## src/rtl/seq_tx.sv

```systemverilog
// -----------------------------------------------------------------------------
// seq_tx : serial pattern burst transmitter
//
// Sends a fixed PAT_W-bit PATTERN, MSB first, as a burst of frames. Frames are
// separated by GAP idle cycles. A burst holds the number of frames given on
// count when start is accepted, or runs until stop when count is 0. A stop
// request always lets the current frame finish.
//
// Parameters:
//   PAT_W    pattern length in bits (2..16)
//   PATTERN  transmitted pattern, MSB sent first
//   GAP      idle cycles between frames (0..15)
//
// Ports:
//   clk        in   clock, rising edge
//   rst        in   synchronous reset, active-low
//   start      in   begin a burst (honoured in IDLE only)
//   count[3:0] in   frames per burst, latched at start (0 = until stop)
//   stop       in   end the burst after the current frame
//   out        out  serial data bit (registered)
//   out_valid  out  out carries a pattern bit
//   busy       out  high in SEND and GAP
//   done       out  one-cycle pulse at burst end
//   state[1:0] out  current FSM state (IDLE=0 SEND=1 GAP=2 DONE=3)
//   frame_cnt[7:0] out  saturating completed-frame count
//                       (present only with SEQ_TX_FRAME_CNT_EN defined)
//
// Handshake: start and stop are level-sampled request strobes with no ready
// return; start is taken only on a clock edge where state is IDLE, and stop is
// remembered in a sticky flag until the burst returns to IDLE.
//
// Optional feature macro: SEQ_TX_FRAME_CNT_EN
// -----------------------------------------------------------------------------
module seq_tx #(
   parameter int               PAT_W   = 5,
   parameter logic [PAT_W-1:0] PATTERN = 5'b10010,
   parameter int               GAP     = 2
) (
   input  logic       clk,
   input  logic       rst,
   input  logic       start,
   input  logic [3:0] count,
   input  logic       stop,
   output logic       out,
   output logic       out_valid,
   output logic       busy,
   output logic       done,
`ifdef SEQ_TX_FRAME_CNT_EN
   output logic [7:0] frame_cnt,
`endif
   output logic [1:0] state
);

   localparam int               IDX_W    = (PAT_W > 1) ? $clog2(PAT_W) : 1;
   localparam logic [IDX_W-1:0] IDX_MAX  = IDX_W'(PAT_W - 1);
   localparam logic [3:0]       GAP_LAST = (GAP > 0) ? 4'(GAP - 1) : 4'd0;

   typedef enum logic [1:0] {
      S_IDLE = 2'd0,
      S_SEND = 2'd1,
      S_GAP  = 2'd2,
      S_DONE = 2'd3
   } state_t;

   state_t           state_q, state_d;
   logic [IDX_W-1:0] idx_q, idx_d;
   logic [3:0]       cnt_q, cnt_d;
   logic [3:0]       gcnt_q, gcnt_d;
   logic             stop_q, stop_d;
   logic             out_q, out_valid_q, busy_q, done_q;
   logic             frame_end;
   logic             stop_pend;

   // Stop seen this cycle counts as pending so a late stop is still honoured
   // at the frame/gap boundary it coincides with.
   assign stop_pend = stop_q | stop;

   always_comb begin
      state_d   = state_q;
      idx_d     = idx_q;
      cnt_d     = cnt_q;
      gcnt_d    = gcnt_q;
      frame_end = 1'b0;
      case (state_q)
         S_IDLE: begin
            if (start) begin
               state_d = S_SEND;
               idx_d   = IDX_MAX;
               cnt_d   = count;
            end
         end
         S_SEND: begin
            if (idx_q == '0) begin
               frame_end = 1'b1;
               if (cnt_q != 4'd0) cnt_d = cnt_q - 4'd1;
               // cnt_q==1 means this was the last frame of a counted burst;
               // cnt_q==0 is continuous mode and never exhausts.
               if (cnt_q == 4'd1 || stop_pend) begin
                  state_d = S_DONE;
               end else if (GAP == 0) begin
                  state_d = S_SEND;
                  idx_d   = IDX_MAX;
               end else begin
                  state_d = S_GAP;
                  gcnt_d  = GAP_LAST;
               end
            end else begin
               idx_d = idx_q - 1'b1;
            end
         end
         S_GAP: begin
            if (gcnt_q == 4'd0) begin
               if (stop_pend) begin
                  state_d = S_DONE;
               end else begin
                  state_d = S_SEND;
                  idx_d   = IDX_MAX;
               end
            end else begin
               gcnt_d = gcnt_q - 4'd1;
            end
         end
         S_DONE:  state_d = S_IDLE;
         default: state_d = S_IDLE;
      endcase

      // Sticky stop: captured while busy, or together with an accepted start.
      if (state_d == S_IDLE) begin
         stop_d = 1'b0;
      end else if (stop && (state_q == S_SEND || state_q == S_GAP || state_q == S_IDLE)) begin
         stop_d = 1'b1;
      end else begin
         stop_d = stop_q;
      end
   end

   // Outputs are registered from the next state so they line up with state_q.
   always_ff @(posedge clk) begin
      if (!rst) begin
         state_q     <= S_IDLE;
         idx_q       <= IDX_MAX;
         cnt_q       <= 4'd0;
         gcnt_q      <= 4'd0;
         stop_q      <= 1'b0;
         out_q       <= 1'b0;
         out_valid_q <= 1'b0;
         busy_q      <= 1'b0;
         done_q      <= 1'b0;
      end else begin
         state_q     <= state_d;
         idx_q       <= idx_d;
         cnt_q       <= cnt_d;
         gcnt_q      <= gcnt_d;
         stop_q      <= stop_d;
         out_q       <= (state_d == S_SEND) ? PATTERN[idx_d] : 1'b0;
         out_valid_q <= (state_d == S_SEND);
         busy_q      <= (state_d == S_SEND) || (state_d == S_GAP);
         done_q      <= (state_d == S_DONE);
      end
   end

`ifdef SEQ_TX_FRAME_CNT_EN
   logic [7:0] frame_cnt_q;

   always_ff @(posedge clk) begin
      if (!rst) begin
         frame_cnt_q <= 8'd0;
      end else if (frame_end && frame_cnt_q != 8'hFF) begin
         frame_cnt_q <= frame_cnt_q + 8'd1;
      end
   end

   assign frame_cnt = frame_cnt_q;
`endif

   assign out       = out_q;
   assign out_valid = out_valid_q;
   assign busy      = busy_q;
   assign done      = done_q;
   assign state     = state_q;

endmodule

```

## config.mk

```make
export PLATFORM = sky130hd
export DESIGN_NAME = seq_tx
export DESIGN_NICKNAME = d
export VERILOG_FILES = /design/src/rtl/seq_tx.sv
export SDC_FILE = /design/constraint.sdc
export NUM_CORES = 1
export LEC_CHECK = 0
export BUFFER_PORTS_ARGS = -buffer_cell sky130_fd_sc_hd__buf_2
export CAP_MARGIN = 0
export CORE_MARGIN = 2
export CORE_UTILIZATION = 45
export DETAILED_ROUTE_END_ITERATION = 16
export SYNTH_ARGS = -nofsm -noshare
export SYNTH_HDL_FRONTEND = slang
export SYNTH_SLANG_ARGS = --single-unit
export TNS_END_PERCENT = 30
```

## constraint.sdc

```tcl
create_clock -name clk -period 2.95 [get_ports clk]
set_clock_uncertainty 0.1 [all_clocks]
set_input_delay 0.7375 -clock clk [delete_from_list [all_inputs] [get_ports clk]]
set_output_delay 0.7375 -clock clk [all_outputs]
set_load 0.005 [all_outputs]
```

* After elaboration in Yosys (flattened, before gate mapping) *
Memories as Yosys holds them, arrays and structs flattened. A register that Yosys moved wholly into a read port is not among the register bits.
Cells that the tools add are included.

storage, ports and cells
  RAM bits = 0
  memories = 1
  bits in latches = 0
  ROM bits = 8
  bits in registers = 17

operators by class
  equality and inequality tests = 12
  reduce and logical (&&, ||, !) cells = 17
  divide/modulo/power cells = 0
  bitwise operators = 2
  shift-type cells = 0
  mux-type cells = 19
  $add $sub $neg = 3
  order comparisons = 0
  $mul = 0

memory list
  name             depth  bits a word  rd ports  clocked after Yosys merged registers in  wr ports  RTL line  source
  (no name shown)  8      1            1         1                                        0         155       out_q <= (state_d == S_SEND) ? PATTERN[idx_d] : 1'b0;

operator list
  cell                 count
  $mux 4               6
  $pmux 4 s2           2
  $mux 3               4
  $ne 2x2->1 const B   5
  $pmux 3 s3           1
  $eq 2x2->1 const B   4
  $mux 2               4
  $pmux 2 s4           1
  $reduce_and 4->1     2
  $sub 4x1->4 const B  2
  $eq 2x1->1 const B   2
  $eq 4x1->1 const B   1
  $logic_not 2->1      2
  $logic_not 4->1      1
  $logic_or 1x1->1     4
  $reduce_bool 2->1    2
  $reduce_bool 4->1    1
  $logic_not 3->1      1
  $sub 3x1->3 const B  1
  $reduce_and 2->1     1
  $reduce_or 2->1      1
  $logic_and 1x1->1    1
  $logic_not 1->1      1
  $mux 1               1
  2 further kinds      2

* Longest topological paths before layout *
Gate-level depths: netlist (run 1).

  depth in word-level cells = 8
  depth in mapped cells = 12

* Least setup slack after synthesis (run 1) *
OpenSTA, ideal clock, no wires.

  path type = register to register
  from = register gcnt_q[0]
  to = register out_q (netlist: out)
  required time = 2763 ps
  slack = 803 ps
  cell stages (with the launch flop) = 12
  buffers on the path = 1
  period minus slack after synthesis = 2147 ps
  data arrival time = 1960 ps
  path through = dfxtp_1 inv_1 ha_1 or3b_1 clkbuf_1 o31ai_2 a2bb2oi_1 ha_1 nand2_1 inv_1 o221ai_1 o31ai_1

between the ends
  longest elaborated chain between the ends = 6
  elaborated cells on any way between the ends = 8
  those cells by class = eq/ne (1); mux (4); reduce/logical (3)

ends and longest elaborated chain
  what                               RTL line  source
  start, declared                    68        logic [3:0] gcnt_q, gcnt_d;
  start signal, assigned             153       gcnt_q <= gcnt_d;
  $logic_not 4->1 (*)                112       if (gcnt_q == 4'd0) begin
  $mux 2                             112
  $pmux 2 s4                         84        case (state_q)
  $eq 2x1->1                         155
  $reduce_and 2->1 (no source line)  --
  $logic_not 1->1 (no source line)   --
  end, declared                      70        logic out_q, out_valid_q, busy_q, done_q;

Every way passes the cells marked *; elsewhere a longest branch is shown, timed or not.
A chain may end at the register's enable or synchronous reset.

* Worst setup path in the final report (run 1) *
Same ends and word-level chain as after synthesis.

==> reports/results.ini, run 1 <==
[timing]
tns_ns = 0
fmax_ghz = 0.4326
drv_slew = 0
period_share_pct = 78.36
relSlewSlack_pct = 62.69
worstMarginPinSlew_ns = 0.5589
grt_setup_unrepaired = no
hold_slack_ns = 0.3862
min_period_ns = 2.312
setup_viol = 0
finalHoldViolations = 0

[global_routing]
grt_use_total_pct = 18.80
grt_max_degree = 19
grt-ovfl-total = 0
grt_pass1_vias = 869
grt_pass1_wl_microns = 3774
grt_antenna_before_repair = 0

[clock_network]
cts_buffers = 3
post_cts_resized = 0
cts_tree = yes
cts_setup_buffers = 0
clockBufferDepth = 2
clock-root-buffer = clkbuf_4
cts.sink_count = 18
cts_hold_buf = 0
insertion_delay_ns = 0.30
path_clk_slew_ns = 0.10
cts_max_level = 1

[drt]
via_per_inst = 5.470
dr.pass1.iters = 4
routed_wl_microns = 2201
drc = 0
routedWlPerCell_microns = 13.10
drt_iter0_markers = 12
via_count = 919
ant_nets = 0

[synth]
ys_seq_area_share_pct = 32.80
ys_warn_count = 0
synth_compound_area_share_pct = 25.28
synth-main-ff-cell = dfxtp_1
syn_nets = 144
synthSimpleGateAreaFrac_pct = 23.69
synth_edf_count = 0
syn_area_sq_um = 1099
synth.area.mux_share_pct = 0.9112
synth_area_per_cell_sq_um = 8.719
async_flop_share_pct = 0
synthCells = 126
synth_cell_type_count = 42
synth_xor_area_share_pct = 0
ys_seq_elements = 18
synthAdderAreaFrac_pct = 11.39
synth_top_family_by_area = compound AO/OA/AOI/OAI gates

[worst_setup_path]
path_class = register to register
rr_worst_depth = 10
worst_ep_required_time_ns = 3.08
reg2reg_from = gcnt_q[0]$_SDFFE_PN0P_
crit_end = out$_SDFF_PN0_
crit_fanout = 6
r2r-end = out$_SDFF_PN0_
rrSetupSlack_ns = 0.64
start_kind = register
critPathLaunch = gcnt_q[0]$_SDFFE_PN0P_
end_kind = register
arrival_ns = 2.44

[place]
hpwl_microns = 1658
portBuffers = 13
gp_congestion = 0.7145

[worst_hold_path]
hold_path_depth = 2
min_path_type = register to register
worstHoldStart = cnt_q[1]$_SDFFE_PN0P_

[power]
peakVddDrop_mv = 0.3227
comb_power_share_pct = 23.9
total_power_mw = 0.5757
switching_share_pct = 30.29
p_clk_share_pct = 27.1
intPower_mw = 0.4013
power_frac_seq_pct = 49.0
power.switching_mw = 0.1744
leakage_nw = 0.5375
powerDensity_nw_per_um2 = 469.5

[die]
dieArea_sq_um = 2853
core-area_sq_um = 2255
rows = 17
initial_core_util_pct = 48.72
die_x_microns = 53.41
io_pins = 14
die_h_microns = 53.41

[cells_and_area]
num-nets-final = 159
antenna-diode-count = 0
syn2layout_area_growth_pct = 11.62
drive_gt1_share_pct = 17.86

[status]
status = complete, no violations

[flow_run]
maxCapViolCount = 0

## Yosys cell counts (all sizes together) (3+ instances only)
| master | instances | area, sq um |
|---|---|---|
| or3b | 4 | 35.04 |
| dfxtp | 18 | 360.4 |
| and2 | 3 | 18.77 |
| o21ai | 6 | 30.03 |
| nor3 | 3 | 15.01 |
| nand2b | 3 | 18.77 |
| a21oi | 6 | 30.03 |
| inv | 12 | 45.04 |
| nor2b | 4 | 25.02 |
| nor2 | 10 | 37.54 |
| or3 | 3 | 18.77 |
| nand2 | 9 | 33.78 |
| ha | 10 | 125.1 |
| clkbuf | 3 | 11.26 |
## metal layers
layer	routed length, microns	track usage (%)
met1	1038	21.86
met2	1072	32.72
met3	46	3.390
met4	44	8.974
met5	0	0
## how the worst min path moves through the flow
stage | end | slack, ns
6_report | cnt_q[1]$_SDFFE_PN0P_ | 0.39
4_1_cts | cnt_q[1]$_SDFFE_PN0P_ | 0.39
3_3_place_gp | cnt_q[1]$_SDFFE_PN0P_ | 0.36
5_1_grt | cnt_q[1]$_SDFFE_PN0P_ | 0.42
2_1_floorplan | cnt_q[1]$_SDFFE_PN0P_ | 0.34
3_5_place_dp | cnt_q[1]$_SDFFE_PN0P_ | 0.38
## kinds of logic after synthesis
kind of cell	Yosys count
DFF	18
adders and majority gates	10
buffers and inverters	17
and+or+nand+nor	45
muxes	1
AOI/OAI and AO/OA	35
## metrics by stage
stage | util [%] | worst slack, ns | area (sq um) | cells
finish | 54.38 | 0.6385 | 1226 | 168
floorplan | - | 0.8026 | 1099 | 126
CTS | 54.38 | 0.6104 | 1226 | 168
detailed placement | 52.77 | 0.5918 | 1190 | 164
global route | 54.38 | 0.3197 | 1226 | 168
global placement | 52.77 | 0.5930 | 1190 | 164
## power groups by stage
stage	sequential [mW]	clock [mW]	combinational (mW)
after floorplan	0.281	0	0.103
after global placement	0.287	0	0.136
after detailed placement	0.288	0	0.138
after CTS	0.282	0.158	0.139
after global routing	0.286	0.171	0.157
final	0.282	0.156	0.138
## cells in the final DEF, fill, tap and decap left out, types with 4 or more instances in the layout
| master | instances |
|---|---|
| dfxtp_1 | 18 |
| o21ai_0 | 6 |
| buf_2 | 13 |
| nor2_1 | 10 |
| a21oi_1 | 6 |
| ha_1 | 10 |
| inv_1 | 12 |
| nand2_1 | 9 |
| nor2b_1 | 4 |
## cell type report
cell class              instances  area (sq um)
clock buffers                   4         36.28
fillers                       228          1028
inverters                      13         48.80
multi-input cells              91         673.1
flip-flops and latches         18         360.3
well taps                      28         35.03
repair buffers                 14         72.57
## sequential cells by signal (all words and copies together) (netlist names), 2 cells and up
signal / flops
cnt_q: 4
gcnt_q: 4
idx_q: 3
state: 2
## critical path: stages (launching register included)
cell,delay (ns)
dfxtp_1,0.32
inv_1,0.11
ha_1,0.14
or3b_1,0.46
o31ai_2,0.25
a2bb2oi_1,0.33
ha_1,0.21
nand2_1,0.06
inv_1,0.07
o221ai_1,0.10
o31ai_1,0.08
Power figures use the tool's default switching activity.
==> run 2: changes to the inputs <==
clock period = 2.3 ns   (was 2.95 ns; I/O delays follow)
==> run 2 against run 1 <==
  * Register-to-register slack got worse by 0.42 ns
  * Count of clock-buffer cells in the layout unchanged
  * Die area unchanged
  * Final cell count increased by 3.0%
  * Sequential share of layout area decreased by 1.3 points
  * Largest cell class unchanged
  * Final area increased by 4.5%
  * Combinational power increased by 40%
  * Wire length increased by 4.6%
==> reports/results.ini, run 2 (synthesis gave the netlist of run 1 again) <==
[cells_and_area]
final_util_pct = 56.83
num-nets-final = 164
fillers = 220
final_common_cell = dfxtp_1
drive_gt1_share_pct = 22.76
stdcell_count = 173
layout_common_cells = dfxtp_1 (18), buf_2 (13), inv_1 (11)
top_regs = cnt_q: 4 flops, gcnt_q: 4 flops, idx_q: 3 flops
antenna-diode-count = 0
syn2layout_area_growth_pct = 16.63

[timing]
grt_setup_unrepaired = no
period_share_pct = 90.54
setup_viol = 0
drv_slew = 0
relSlewSlack_pct = 66.08
min_period_ns = 2.082
tns_ns = 0
finalHoldViolations = 0
fmax_ghz = 0.4802
worstMarginPinSlew_ns = 0.5077

[die]
io_pins = 14
dieArea_sq_um = 2853
die_h_microns = 53.41
initial_core_util_pct = 48.72
core-area_sq_um = 2255
die_x_microns = 53.41
rows = 17

[worst_setup_path]
path_class = register to register
crit_fanout = 5
cp_top_family = simple AND/OR/NAND/NOR gates
critPathBufInv = 3
crit_path_cell_trace = inv_1, ha_1, or3b_4, buf_4, mux2i_1, a21oi_1, buf_4, ha_1, and2_1
arrival_ns = 2.20
slowest_stage = or3b_4
worst_ep_required_time_ns = 2.42
start_kind = register
critical_path.max_stage_delay_ns = 0.40
end_kind = register

[clock_network]
cts_hold_buf = 0
cts_buffers = 3
clock-root-buffer = clkbuf_4
cts_tree = yes
cts_max_level = 1
path_clk_slew_ns = 0.11
clockBufferDepth = 2
cts.sink_count = 18
insertion_delay_ns = 0.31

[global_routing]
grt_antenna_before_repair = 0
grt_use_total_pct = 19.32
grt-ovfl-total = 0
grt_pass1_vias = 872
grt_max_degree = 14
grt_pass1_wl_microns = 3891

[place]
dp.cells = 169
portBuffers = 13
gp_congestion = 0.7924
hpwl_microns = 1716

[flow_run]
maxCapViolCount = 0

[drt]
routed_wl_microns = 2302
wl_met3_microns = 78
routedWlPerCell_microns = 13.31
dr.pass1.iters = 4
via_count = 966
met2_length_microns = 1020
m1WireLength_microns = 1142
ant_nets = 0
top_layer_used = met4
drt_iter0_markers = 9
via_per_inst = 5.584
drc = 0

[power]
peakVddDrop_mv = 0.4744
powerDensity_nw_per_um2 = 587.8
leakage_nw = 0.5605

[status]
status = complete, no violations

[worst_hold_path]
min_path_type = register to register

## run 2: area by class of cell
cell class / count / area [sq um] / share of cell area, %
Inverter: 13 / 48.80 / 3.809
Sequential cell: 18 / 360.3 / 28.13
Clock buffer: 4 / 36.28 / 2.832
Tap cell: 28 / 35.03 / 2.734
Timing Repair Buffer: 19 / 110.1 / 8.594
Multi-Input combinational cell: 91 / 690.7 / 53.91
## run 2: power breakdown
part / switching [mW] / leakage (nW) / total, mW / internal, mW
clock network: 0.106 / 0.0210 / 0.203 / 0.0968
registers: 0.0211 / 0.148 / 0.358 / 0.336
logic: 0.102 / 0.392 / 0.193 / 0.0903
total: 0.230 / 0.560 / 0.753 / 0.524
## run 2: final timing paths
path	from	endpoint	depth (start not counted)	slack, ns
worst min register to register	cnt_q[1]$_SDFFE_PN0P_	cnt_q[1]$_SDFFE_PN0P_	2	0.38
worst max-delay path	gcnt_q[1]$_SDFFE_PN0P_	busy$_SDFF_PN0_	9	0.22
worst min-delay path	cnt_q[1]$_SDFFE_PN0P_	cnt_q[1]$_SDFFE_PN0P_	2	0.38
worst max register to register	gcnt_q[1]$_SDFFE_PN0P_	busy$_SDFF_PN0_	9	0.22
## run 2: metal layers
layer | up-vias | track usage, %
li1 | 489 | -
met3 | 7 | 3.672
met2 | 15 | 29.01
met1 | 455 | 25.43
met4 | 0 | 11.11
met5 | - | 0
## run 2: timing repair
action / 4_1_cts / 5_1_grt
endpoints found under the hold margin: 0 / 0
endpoints found under the setup margin: 0 / 3
resized for setup: 0 / 4
buffers inserted: 0 / 0
## run 2: stage by stage
stage / hold WS (ns) / instance area (sq um) / total power [mW] / setup slack [ns]
floorplan: 0.3450 / 1099 / 0.4925 / 0.1526
global placement: 0.3626 / 1227 / 0.5512 / 0.07861
detailed placement: 0.3715 / 1227 / 0.5538 / 0.09796
CTS: 0.3866 / 1264 / 0.7559 / 0.08256
global route: 0.4147 / 1281 / 0.8026 / 0.01268
finish: 0.3806 / 1281 / 0.7531 / 0.2175
## run 2: tightest hold or removal path: cells and delay by family (launching register included)
kind / cells / cell delay [ns]
DFF: 1 / 0.34
and+or+nand+nor: 1 / 0.06
AOI/OAI and AO/OA: 1 / 0.05
